--- config.mk ---
export PLATFORM = sky130hd
export DESIGN_NAME = axis_counter_sink
export DESIGN_NICKNAME = d
export VERILOG_FILES = /design/src/rtl/axis_cnt_pkg.sv /design/src/rtl/axis_bp_lfsr.sv /design/src/rtl/axis_counter_sink.sv
export SDC_FILE = /design/constraint.sdc
export NUM_CORES = 1
export LEC_CHECK = 0
export CAP_MARGIN = 15
export CORE_ASPECT_RATIO = 1.75
export CORE_MARGIN = 2
export CORE_UTILIZATION = 25
export DETAILED_ROUTE_END_ITERATION = 8
export MAX_ROUTING_LAYER = met4
export PLACE_DENSITY = 0.49
export SYNTH_ARGS = -nofsm -noshare
export SYNTH_HDL_FRONTEND = slang
export SYNTH_SLANG_ARGS = --single-unit
--- constraint.sdc ---
create_clock -name aclk -period 4.4 [get_ports aclk]
set_input_delay 0.88 -clock aclk [delete_from_list [all_inputs] [get_ports aclk]]
set_output_delay 0.88 -clock aclk [all_outputs]
set_load 0.01 [all_outputs]
--- src/rtl/axis_cnt_pkg.sv ---
// Shared definitions for the counting-pattern stream checker: pattern field
// widths, expected-data helper, backpressure LFSR constants and FSM states.
package axis_cnt_pkg;

    localparam int unsigned FRAME_W   = 16;
    localparam int unsigned BEAT_W    = 16;
    localparam int unsigned PATTERN_W = FRAME_W + BEAT_W;

    // Galois right-shift form of x^16 + x^14 + x^13 + x^11 + 1.
    localparam logic [15:0] LFSR_TAPS         = 16'hB400;
    localparam logic [15:0] LFSR_SEED_DEFAULT = 16'hACE1;

    typedef enum logic [0:0] {
        StCheck,
        StSync
    } state_e;

    // Beat payload produced by the counter source.
    function automatic logic [PATTERN_W-1:0] exp_pattern(
        input logic [FRAME_W-1:0] frame,
        input logic [BEAT_W-1:0]  beat
    );
        return {frame, beat};
    endfunction

    // One step of the Galois LFSR.
    function automatic logic [15:0] lfsr_step(input logic [15:0] s);
        return s[0] ? ((s >> 1) ^ LFSR_TAPS) : (s >> 1);
    endfunction

endpackage

--- src/rtl/axis_bp_lfsr.sv ---
// Seeded 16-bit Galois LFSR with step enable; drives pseudo-random
// ready/valid throttling on either side of a stream.
module axis_bp_lfsr
    import axis_cnt_pkg::*;
#(
    parameter logic [15:0] SEED = LFSR_SEED_DEFAULT
) (
    input  logic        aclk,
    input  logic        aresetn,
    input  logic        en_i,
    output logic [15:0] state_o
);

    logic [15:0] lfsr_q;
    logic [15:0] lfsr_d;

    // Advance one step per enabled cycle.
    always_comb begin
        lfsr_d = lfsr_q;
        if (en_i) begin
            lfsr_d = lfsr_step(lfsr_q);
        end
    end

    // State register; seed must be nonzero or the sequence locks up.
    always_ff @(posedge aclk) begin
        if (!aresetn) begin
            lfsr_q <= SEED;
        end else begin
            lfsr_q <= lfsr_d;
        end
    end

    assign state_o = lfsr_q;

endmodule

--- src/rtl/axis_counter_sink.sv ---
// AXI-Stream sink that checks the counting frame pattern, tracks frame and
// error statistics and optionally throttles TREADY from an LFSR.
module axis_counter_sink
    import axis_cnt_pkg::*;
#(
    parameter int unsigned DATA_W      = 32,
    parameter int unsigned KEEP_W      = DATA_W / 8,
    parameter int unsigned USER_W      = 1,
    parameter int unsigned FRAME_BEATS = 8,
    parameter logic [15:0] LFSR_SEED   = LFSR_SEED_DEFAULT
) (
    input  logic              aclk,
    input  logic              aresetn,
    input  logic              s_axis_tvalid,
    output logic              s_axis_tready,
    input  logic [DATA_W-1:0] s_axis_tdata,
    input  logic [KEEP_W-1:0] s_axis_tkeep,
    input  logic              s_axis_tlast,
    input  logic [USER_W-1:0] s_axis_tuser,
    input  logic              bp_en,
    output logic [31:0]       frame_cnt,
    output logic [31:0]       good_frame_cnt,
    output logic [15:0]       err_cnt,
    output logic              err_sticky,
    output logic [DATA_W-1:0] first_err_data,
    output logic [DATA_W-1:0] first_err_exp,
    output logic              frame_done,
    output logic              synced
);

    localparam logic [BEAT_W-1:0] LAST_BEAT = BEAT_W'(FRAME_BEATS - 1);

    // Backpressure source runs freely from reset, independent of traffic.
    logic [15:0] lfsr;
    logic        unused_lfsr;

    axis_bp_lfsr #(
        .SEED (LFSR_SEED)
    ) u_bp_lfsr (
        .aclk    (aclk),
        .aresetn (aresetn),
        .en_i    (1'b1),
        .state_o (lfsr)
    );

    assign unused_lfsr = ^lfsr[15:1];

    state_e              state_q, state_d;
    logic [BEAT_W-1:0]   exp_beat_q, exp_beat_d;
    logic [FRAME_W-1:0]  exp_frame_q, exp_frame_d;
    logic                frame_bad_q, frame_bad_d;
    logic [31:0]         frame_cnt_q, frame_cnt_d;
    logic [31:0]         good_cnt_q, good_cnt_d;
    logic [15:0]         err_cnt_q, err_cnt_d;
    logic                err_sticky_q, err_sticky_d;
    logic [DATA_W-1:0]   first_err_data_q, first_err_data_d;
    logic [DATA_W-1:0]   first_err_exp_q, first_err_exp_d;
    logic                frame_done_q, frame_done_d;
    logic                tready_q, tready_d;

    logic                accept;
    logic [DATA_W-1:0]   exp_data;
    logic                exp_last;
    logic                beat_err;
    logic [FRAME_W-1:0]  resync_frame;

    assign accept   = s_axis_tvalid & tready_q;
    // Size cast truncates narrow buses and zero-extends wide ones.
    assign exp_data = DATA_W'(exp_pattern(exp_frame_q, exp_beat_q));
    assign exp_last = (exp_beat_q == LAST_BEAT);

    // Any failing field makes the beat erroneous; it still counts once.
    assign beat_err = (s_axis_tdata != exp_data)
                    | (s_axis_tlast != exp_last)
                    | (s_axis_tkeep != {KEEP_W{1'b1}})
                    | (s_axis_tuser != {USER_W{1'b0}});

    // Frame number to resume from after resync: taken from the stream when
    // the frame field is carried, otherwise just advance our own count.
    if (DATA_W >= 32) begin : g_frame_from_data
        assign resync_frame = s_axis_tdata[31:16] + 1'b1;
    end else begin : g_frame_from_count
        assign resync_frame = exp_frame_q + 1'b1;
    end

    // Next-state for checker FSM, counters and capture registers.
    always_comb begin
        state_d          = state_q;
        exp_beat_d       = exp_beat_q;
        exp_frame_d      = exp_frame_q;
        frame_bad_d      = frame_bad_q;
        frame_cnt_d      = frame_cnt_q;
        good_cnt_d       = good_cnt_q;
        err_cnt_d        = err_cnt_q;
        err_sticky_d     = err_sticky_q;
        first_err_data_d = first_err_data_q;
        first_err_exp_d  = first_err_exp_q;
        frame_done_d     = 1'b0;
        tready_d         = ~bp_en | lfsr[0];

        if (accept) begin
            // Frame accounting is independent of checker state.
            if (s_axis_tlast) begin
                frame_cnt_d  = frame_cnt_q + 32'd1;
                frame_done_d = 1'b1;
            end

            unique case (state_q)
                StCheck: begin
                    if (beat_err) begin
                        if (err_cnt_q != 16'hFFFF) begin
                            err_cnt_d = err_cnt_q + 16'd1;
                        end
                        if (!err_sticky_q) begin
                            err_sticky_d     = 1'b1;
                            first_err_data_d = s_axis_tdata;
                            first_err_exp_d  = exp_data;
                        end
                        frame_bad_d = 1'b1;
                        state_d     = StSync;
                    end else if (exp_last) begin
                        // Clean beat that also matched the expected TLAST.
                        if (!frame_bad_q) begin
                            good_cnt_d = good_cnt_q + 32'd1;
                        end
                        frame_bad_d = 1'b0;
                        exp_beat_d  = '0;
                        exp_frame_d = exp_frame_q + 1'b1;
                    end else begin
                        exp_beat_d = exp_beat_q + 1'b1;
                    end
                end
                StSync: begin
                    // Beats are ignored until a frame boundary is seen.
                    if (s_axis_tlast) begin
                        state_d     = StCheck;
                        frame_bad_d = 1'b0;
                        exp_beat_d  = '0;
                        exp_frame_d = resync_frame;
                    end
                end
                default: state_d = StCheck;
            endcase
        end
    end

    // All state and status outputs; synchronous active-low reset.
    always_ff @(posedge aclk) begin
        if (!aresetn) begin
            state_q          <= StCheck;
            exp_beat_q       <= '0;
            exp_frame_q      <= '0;
            frame_bad_q      <= 1'b0;
            frame_cnt_q      <= '0;
            good_cnt_q       <= '0;
            err_cnt_q        <= '0;
            err_sticky_q     <= 1'b0;
            first_err_data_q <= '0;
            first_err_exp_q  <= '0;
            frame_done_q     <= 1'b0;
            tready_q         <= 1'b0;
        end else begin
            state_q          <= state_d;
            exp_beat_q       <= exp_beat_d;
            exp_frame_q      <= exp_frame_d;
            frame_bad_q      <= frame_bad_d;
            frame_cnt_q      <= frame_cnt_d;
            good_cnt_q       <= good_cnt_d;
            err_cnt_q        <= err_cnt_d;
            err_sticky_q     <= err_sticky_d;
            first_err_data_q <= first_err_data_d;
            first_err_exp_q  <= first_err_exp_d;
            frame_done_q     <= frame_done_d;
            tready_q         <= tready_d;
        end
    end

    assign s_axis_tready  = tready_q;
    assign frame_cnt      = frame_cnt_q;
    assign good_frame_cnt = good_cnt_q;
    assign err_cnt        = err_cnt_q;
    assign err_sticky     = err_sticky_q;
    assign first_err_data = first_err_data_q;
    assign first_err_exp  = first_err_exp_q;
    assign frame_done     = frame_done_q;
    assign synced         = (state_q == StCheck);

endmodule

# ---- After elaboration in Yosys (flattened, before gate mapping)
# Index checks and enable logic that the tools add are counted.
dict set report classes {
  n_addsub 6
  n_reduce_logical 9
  eq_ne 9
  n_bitwise 11
  muxes 17
}
# cell n
set ops {}
lappend ops {{$mux 16} 7}
lappend ops {{$add 16x1->16 const B} 4}
lappend ops {{$add 32x1->32 const B} 2}
lappend ops {{$pmux 16 s2} 2}
lappend ops {{$ne 32x32->1} 1}
lappend ops {{$eq 16x3->1 const B} 1}
lappend ops {{$ne 16x16->1 const B} 1}
lappend ops {{$reduce_and 4->1} 3}
lappend ops {{$reduce_and 3->1} 3}
lappend ops {{$mux 1} 6}
lappend ops {{$not 1->1} 5}
lappend ops {{$reduce_and 5->1} 1}
lappend ops {{$ne 2x2->1 const B} 2}
lappend ops {{$ne 4x4->1 const B} 1}
lappend ops {{$not 3->4} 1}
lappend ops {{$or 1x1->1} 4}
lappend ops {{$pmux 1 s2} 2}
lappend ops {{$reduce_and 2->1} 2}
lappend ops {{$ne 3x1->1 const B} 1}
lappend ops {{$ne 2x1->1 const B} 1}
lappend ops {{$and 1x1->1} 1}
lappend ops {{$ne 1x1->1} 1}
dict set report word_totals {
  word_cells 65
  regBits 197
  output_inout_bits 148
  in_bits 42
}

# ---- Longest topological paths before layout
# Gate-level depths: netlist of the first run.
dict set report logic_depth {
  depth_word 7
  depth_mapped 13
  ltp_nobuf 9
}

# ---- Hierarchy
# A second synthesis of the first run with hierarchy kept.
dict set report hier_totals {
  cells_unflattened 1148
  hier_area_um2 9442.8
}
# mod area_each_um2 seq_area_each_um2 n_inst cells_per_inst
set by_module_without_submodules {}
lappend by_module_without_submodules {axis_counter_sink 8811.0 3623.5 1 1092}
lappend by_module_without_submodules {axis_bp_lfsr 631.9 320.3 1 56}

# ---- Least setup slack after synthesis of the first run
# No wires, ideal clock.
dict set report synth_path {
  path_kind {reg-to-reg}
  from {register state_q}
  to {register exp_frame_q[14]}
  n_path_buf 5
  stages_incl_launch_ff 14
  setup_ns 0.058
  required_ns 4.342
  slack_ns 1.216
  synth_period_minus_slack_ns 3.184
  arrival_ns 3.126
  cell_sequence {dfxtp_1 > clkbuf_1 > clkbuf_1 > clkbuf_1 > buf_1 > clkbuf_1 > mux2_2 > ha_1 > o221a_2 > and2_1 > and3_1 > a21o_1 > a21oi_1 > o21a_1}
}
dict set report synth_between {
  elab_chain_cells 3
  word_cells_on_any_way 6
  cone_classes {3 x eq/ne; 1 x mux; 1 x bitwise; 1 x reduce/logical}
}
# item line
set synth_rtl {}
lappend synth_rtl {{start: declaration} axis_counter_sink.sv:48} ;# state_e state_q, state_d;
lappend synth_rtl {{start signal: assignment} axis_counter_sink.sv:150} ;# state_q <= StCheck;
lappend synth_rtl {{start signal: assignment} axis_counter_sink.sv:163} ;# state_q <= state_d;
lappend synth_rtl {{$not 1->1 (no line)} n/a}
lappend synth_rtl {{$ne 2x1->1 (no line) / $ne 2x2->1 (equally long branches)} n/a}
lappend synth_rtl {{$reduce_and 4->1 (no line)} n/a}
lappend synth_rtl {{end signal: assignment} axis_counter_sink.sv:165} ;# exp_frame_q <= exp_frame_d;
lappend synth_rtl {{end: declaration} axis_counter_sink.sv:50} ;# logic [FRAME_W-1:0] exp_frame_q, exp_frame_d;
# Parallel ways exist; a longest one is shown, timed or not.
# A chain may end at the register's enable or synchronous reset.

# ---- Final worst setup path of the first run
dict set report layout_path {
  from {register exp_beat_q[0]}
  to {register err_cnt_q[8] (netlist: err_cnt[8])}
}
dict set report layout_between {
  elab_chain_cells 6
  word_cells_on_any_way 7
  cone_classes {3 x eq/ne; 3 x bitwise; 1 x reduce/logical}
}
# item line
set layout_rtl {}
lappend layout_rtl {{start: declaration} axis_counter_sink.sv:49} ;# logic [BEAT_W-1:0] exp_beat_q, exp_beat_d;
lappend layout_rtl {{start signal: assignment} axis_counter_sink.sv:164} ;# exp_beat_q <= exp_beat_d;
lappend layout_rtl {{$eq 16x3->1} axis_counter_sink.sv:70} ;# assign exp_last = (exp_beat_q == LAST_BEAT);
lappend layout_rtl {{$ne 1x1->1} axis_counter_sink.sv:74} ;# | (s_axis_tlast != exp_last)
lappend layout_rtl {{$or 1x1->1 *} axis_counter_sink.sv:74}
lappend layout_rtl {{$or 1x1->1 *} axis_counter_sink.sv:75} ;# | (s_axis_tkeep != {KEEP_W{1'b1}})
lappend layout_rtl {{$or 1x1->1 *} axis_counter_sink.sv:76} ;# | (s_axis_tuser != {USER_W{1'b0}});
lappend layout_rtl {{$reduce_and 4->1 (no line) *} n/a}
lappend layout_rtl {{end signal: assignment} axis_counter_sink.sv:169} ;# err_cnt_q <= err_cnt_d;
lappend layout_rtl {{end: declaration} axis_counter_sink.sv:54} ;# logic [15:0] err_cnt_q, err_cnt_d;
# Every way passes the cells marked *; elsewhere a longest branch is shown, timed or not.

==> results of run 1 <==
## final timing paths
kind | to | slack (ps)
hold / removal | u_bp_lfsr.state_o[5] | 420
setup / recovery | err_cnt[8] | 990
setup reg to reg | err_cnt[8] | 990
hold reg to reg | u_bp_lfsr.state_o[5] | 420
## layout make-up
class                      instances  area (sq um)
sequential                       197          3940
inverter                          15          56.3
timing repair buffer             216          2130
fill                            3756         23700
clock inverter                    12           118
clock buffer                      20           457
tap                              470           588
multi-input combinational        822          4760
## placed cells by master, fill, tap and decap left out, types with 17 or more instances in the layout
cell / count
nor2_1: 83
buf_4: 25
nor4_1: 20
clkdlybuf4s50_1: 188
clkbuf_16: 17
or3_1: 27
and2_1: 29
nand4_1: 37
nand2_1: 126
xnor2_1: 41
nand3_1: 108
a21oi_1: 54
xor2_1: 64
dfxtp_1: 197
o21ai_0: 95
nor3_1: 21
## logic make-up after synthesis
group,count (synthesis)
DFF,197
and+or+nand+nor,510
adders and majority gates,5
AOI/OAI and AO/OA,195
muxes,7
xor gates and xnor gates,105
buffers and inverters,86
## metrics by stage
step	cell area, sq um	hold WS, ps	std cells	setup WS [ps]	util
6_report	12100	416	1752	994	0.337
5_1_grt	12100	437	1752	709	0.337
2_1_floorplan	9030	386	1105	1220	-
3_5_place_dp	11500	396	1720	555	0.321
3_3_place_gp	11500	392	1720	593	0.321
4_1_cts	12100	417	1752	952	0.337
## registers in the layout, indices dropped and copies added (netlist names)
signal / count
s_axis_tready: 1
err_cnt: 16
first_err_exp: 32
exp_frame_q: 16
frame_cnt: 32
first_err_data: 32
err_sticky: 1
state_q: 1
good_frame_cnt: 32
frame_done: 1
frame_bad_q: 1
exp_beat_q: 16
u_bp_lfsr.state_o: 16
## routing by layer
metal	track usage	vias to the layer above	share of wire
met3	0.0305	59	0.031
met2	0.307	143	0.56
met5	-	-	0
met1	0.158	3959	0.37
li1	-	4216	-
met4	0.0857	0	0.045
## report_power, final
part	switching (mW)	leakage, nW	internal, mW	total (mW)
Sequential	0.0191	1.59	1.81	1.83
Clock	0.755	0.276	0.821	1.58
Combinational	0.159	2.22	0.114	0.272
==> results.md, run 1 <==
- Syn Inst Count: 1105
- Starting DRT DRC Count: 460
- Cells on Worst Hold Path: 1
- Synth Cell Area: 9030 sq um
- Total grt overflow: 0
- Max_slew headroom: 0.471
- Critical R2R Launch: exp_beat_q[0]
- Vias in the first global route: 8163
- Post-DP HPWL: 22300 microns
- Delay-heaviest family, CP: simple AND/OR/NAND/NOR gates
- RSZ-0062 raised after global routing: false
- Initial antenna violation count: 0
- Fin Setup TNS: 0 ps
- CTS tree: done
- # Post-CTS Setup Buffers: 0
- Placer congestion estimate: 0.825
- Post-synthesis compound-gate area fraction: 0.123
- Netlist cell types: 50
- Final nets: 1316
- Total power: 3.68 mW
- Adder-cell share of the synthesized area: 0.00693
- Total routed wirelength: 30000 microns
- Die Width: 148 microns
- Fmax: 0.294 GHz
- Core area: 35800 sq um
- Share of the synthesized area in the top cell type: 0.437
- Final setup fails: 0
- Synth Area in Simple Gates: 0.286
- P&R area growth vs syn: 33.5%
- Power per cell area: 305 nW/um^2
- Yosys top cell by area: dfxtp_1
- WL/cell: 17.1 microns
- Mux cell area share after synthesis: 0.00804
- Synth warn: 0
- Critical path capture point type: register
- Initial Util: 0.252
- # diodes: 0
- Largest cells by area after synthesis: dfxtp_1, xor2_1, nand3_1
- Crit path DAT: 3760 ps
- Largest family of logic cells by synthesized area: simple AND/OR/NAND/NOR gates
- Cell with the most instances on the worst path: buf_4
- Critical Path RT: 4760 ps
- Share of cells above drive strength 1: 0.0569
- Die area: 37700 sq um
- Worst R2R Path Depth: 10
- Leak: 4.09 nW
- Net Count, Synth: 1152
- Min-delay src: u_bp_lfsr.state_o[6]
- Via density: 4.78
- Max-slew violations: 0
- Clk Tree Root Cell: clkbuf_16
- Tcrit/Tclk final: 0.774
- Avg Inst Size Synth: 8.17 sq um
- CP max stage cell: nor3_1
- Htree depth: 4
- Hold_buf cts: 0
- Seq/Total Area, Yosys: 0.437
- Die height: 255 microns
- First-pass GRT wire length: 46700 microns
- Largest net degree at the start of global routing: 131
- First-pass DRT Iterations: 5
- Seq cells post-synth: 197
- Outcome: finished clean
- Synth cell count leaders: dfxtp_1, nand2_1, nand3_1
- Worst slew pin tran: 788 ps
- Clock Latency Late Sink: 460 ps
- I/O Buffers: 189
- Main flop type after synthesis: dfxtp_1
- DR DRC count: 0
- Final Hold Viols: 0
- # rows: 92
- HP Class: reg -> reg
- Reg clk slew, reported paths: 70 ps
- WP depth: 10
- Async SR Flop Fraction: 0
- Antenna-violating nets left: 0
- Most frequent cell after synthesis: dfxtp_1
- Worst IR Drop VDD: 0.272 mV
- Skew final: 10.3 ps
- Post-layout minimum cycle time: 3410 ps
- Vias: 8377
- Post-synth EDFFs: 0
- Slowest stage delay, CP: 580 ps
- Critical Path Source Type: register
- Crit. Startpoint: exp_beat_q[0]
- Ports: 190
- Max Cap Viol: 0
- Critical path class: reg -> reg
- Cell chain of the critical path: ha_1 > nor4b_1 > nand4_1 > xnor2_1 > nor4_4 > buf_4 > buf_4 > nor3_1 > nand3_1 > mux2i_1
- Post-Synth XOR/XNOR Area: 0.102
- CTS Buf Count: 17
- WP buf/inv: 2
- Post-CTS Resized: 0
- Clock sink count: 197
- CP max FO: 15
- GRT Util Overall: 0.164
- Clk buf depth: 2
Note: power is estimated with default switching activity, not from simulation.
==> run 2, diff against run 1 <==
Clock period 4.4 ns to 3.2 ns, I/O delays scaled along.
==> run 2 against run 1 <==
Sequential power is 37% higher. Core utilization is 1.5 points higher. Cell count is 2.9% higher. Non-clock buffer count is 50 higher. Count of clock-buffer cells in the layout stayed put. Clock skew hardly changed. Routed wire length is 0.64% higher. Critical path type is now in -> reg. Largest cell class unchanged.
==> results.md, run 2 (synthesis results as in run 1) <==
- Outcome: finished clean
- Via density: 4.73 (-1.0%)
- CTS Buf Count: 17 (unchanged)
- Post-layout minimum cycle time: 2890 ps
- Fmax: 0.346 GHz
- Reg clk slew, reported paths: 80 ps (about the same)
- First-pass DRT Iterations: 6 (+1)
- Critical path class: in -> reg
- Skew final: 10.6 ps (+0.304 ps)
- Worst slew pin tran: 655 ps (-133 ps)
- CP max FO: 20 (+5)
- Die height: 255 microns (unchanged)
- Vias: 8528 (+1.8%)
- Leak: 4.40 nW (+7.7%)
- Placement Setup Slack: -316 ps (-872 ps)
- Largest net degree at the start of global routing: 110 (-16%)
- Final setup fails: 0 (unchanged)
- Worst Hold Path EP: u_bp_lfsr.state_o[0]
- DR DRC count: 0 (unchanged)
- Critical Path Source Type: input pin
- Die area: 37700 sq um (unchanged)
- Clock sink count: 197 (unchanged)
- Most frequent cells in the layout: dfxtp_1, clkdlybuf4s50_1, nand2_1
- Placer congestion estimate: 0.822 (-0.34%)
- Htree depth: 4 (unchanged)
- R2R Path End: good_frame_cnt[25]
- Starting DRT DRC Count: 440 (-4.3%)
- CTS tree: done
- Critical R2R Launch: exp_beat_q[0]
- Max_slew headroom: 0.562 (+0.0914)
- Max Cap Viol: 0 (unchanged)
- Clock Latency Late Sink: 460 ps (about the same)
- Commonest non-fill, non-tap cell in the layout: dfxtp_1
- FF-to-FF setup slack: 450 ps (-540 ps)
- I/O Buffers: 189 (unchanged)
- Worst IR Drop VDD: 0.405 mV (+49%)
- Post-DP HPWL: 22900 microns (+2.6%)
- Share of cells above drive strength 1: 0.0938 (+0.0369)
- Final Instance Area: 12600 sq um (+4.5%)
- Antenna-violating nets left: 0 (unchanged)
- Die Width: 148 microns (unchanged)
- Clk Tree Root Cell: clkbuf_16
- Total grt overflow: 0 (unchanged)
- Worst R2R Path Depth: 10 (unchanged)
- Crit path DAT: 3280 ps (-480 ps)
- Initial Util: 0.252 (unchanged)
- Hold WS: 408 ps (-7.90 ps)
- Core area: 35800 sq um (unchanged)
- Max-slew violations: 0 (unchanged)
- Cells on Worst Hold Path: 1 (unchanged)
- # diodes: 0 (unchanged)
- Final Hold Viols: 0 (unchanged)
- Min-delay src: u_bp_lfsr.state_o[1]
- Vias in the first global route: 8279 (+1.4%)
- Final core utilization: 0.352 (+0.0152)
- Power per cell area: 418 nW/um^2 (+37%)
- P&R area growth vs syn: 39.5%
- Total routed wirelength: 30200 microns (+0.64%)
- Placed instance area: 12000 sq um (+4.1%)
- First-pass GRT wire length: 47100 microns (+0.78%)
- Ports: 190 (unchanged)
- GRT Util Overall: 0.165 (+0.000893)
- HP Class: reg -> reg
- Critical Path RT: 3590 ps (-1170 ps)
- Critical path capture point type: register
- WL/cell: 16.8 microns (-2.2%)
- Tcrit/Tclk final: 0.903
- Initial antenna violation count: 0 (unchanged)
- Final nets: 1366 (+3.8%)
- Setup ws final: 310 ps (-684 ps)
- Clk buf depth: 2 (unchanged)
- RSZ-0062 raised after global routing: false
- # rows: 92 (unchanged)
## run 2: cell count changes in the layout (fill, tap and decap cells not counted), moves of 2 or more
cell,change
clkinvlp_4,-2
buf_12,+8
bufinv_16,+2
buf_4,+42
inv_6,-3
## run 2: routing by layer
| metal | wire (microns) | track usage |
|---|---|---|
| met3 | 802 | 0.0291 |
| met2 | 17000 | 0.311 |
| met5 | 0 | - |
| met1 | 11300 | 0.163 |
| met4 | 1040 | 0.0726 |
## run 2: how the worst max path moves through the flow
stage | startpoint | endpoint | slack, ps | cells after the start
floorplan | state_q | exp_frame_q[14] | 20 | 13
global placement | s_axis_tdata[24] | good_frame_cnt[22] | -330 | 10
detailed placement | s_axis_tdata[24] | good_frame_cnt[22] | -320 | 10
CTS | s_axis_tdata[24] | good_frame_cnt[22] | 170 | 10
global route | s_axis_tdata[24] | good_frame_cnt[24] | 150 | 10
finish | s_axis_tdata[24] | good_frame_cnt[25] | 310 | 10
## run 2: report_power, final
| group | switching (mW) | internal (mW) | total (mW) |
|---|---|---|---|
| combinational | 0.227 | 0.192 | 0.419 |
| clock | 1.03 | 1.31 | 2.34 |
| sequential | 0.0251 | 2.49 | 2.51 |
## run 2: worst max-delay path, cell delays in order
cell and delay [ps]:
clkdlybuf4s50_1 440, xor2_1 180, nor4_2 410, nand3_1 220, nor4_4 290, buf_4 210, nand4_1 90, buf_4 210
or4_1 400, a21oi_1 150
## run 2: per-stage QoR
stage / total power, mW / setup TNS (ps) / instances
CTS: 5.35 / 0 / 1802
detailed placement: 3.00 / -26840 / 1770
floorplan: 2.75 / 0 / 1105
global route: 5.48 / 0 / 1802
finish: 5.27 / 0 / 1802
global placement: 2.99 / -26720 / 1770
## run 2: area by class of cell
class                   count  area (sq um)
fillers                  3728         23200
multi-input cells         822          4760
flip-flops and latches    197          3940
repair buffers            266          2610
well taps                 470           588
clock buffers              20           467
clock inverters            12           169
inverters                  15          56.3
## run 2: repair_timing
| action | in CTS | in global routing |
|---|---|---|
| hold buffers | 0 | 0 |
| endpoints found under the setup margin | 0 | 4 |
| resized for setup | 0 | 1 |
| buffers inserted | 0 | 0 |
==> run 3, diff against run 2 <==
Settings changed: ABC_CLOCK_PERIOD_IN_PS from default to 3200.
==> results of run 3 <==
The final DEF is identical to that of run 2; final timing and power are the same.
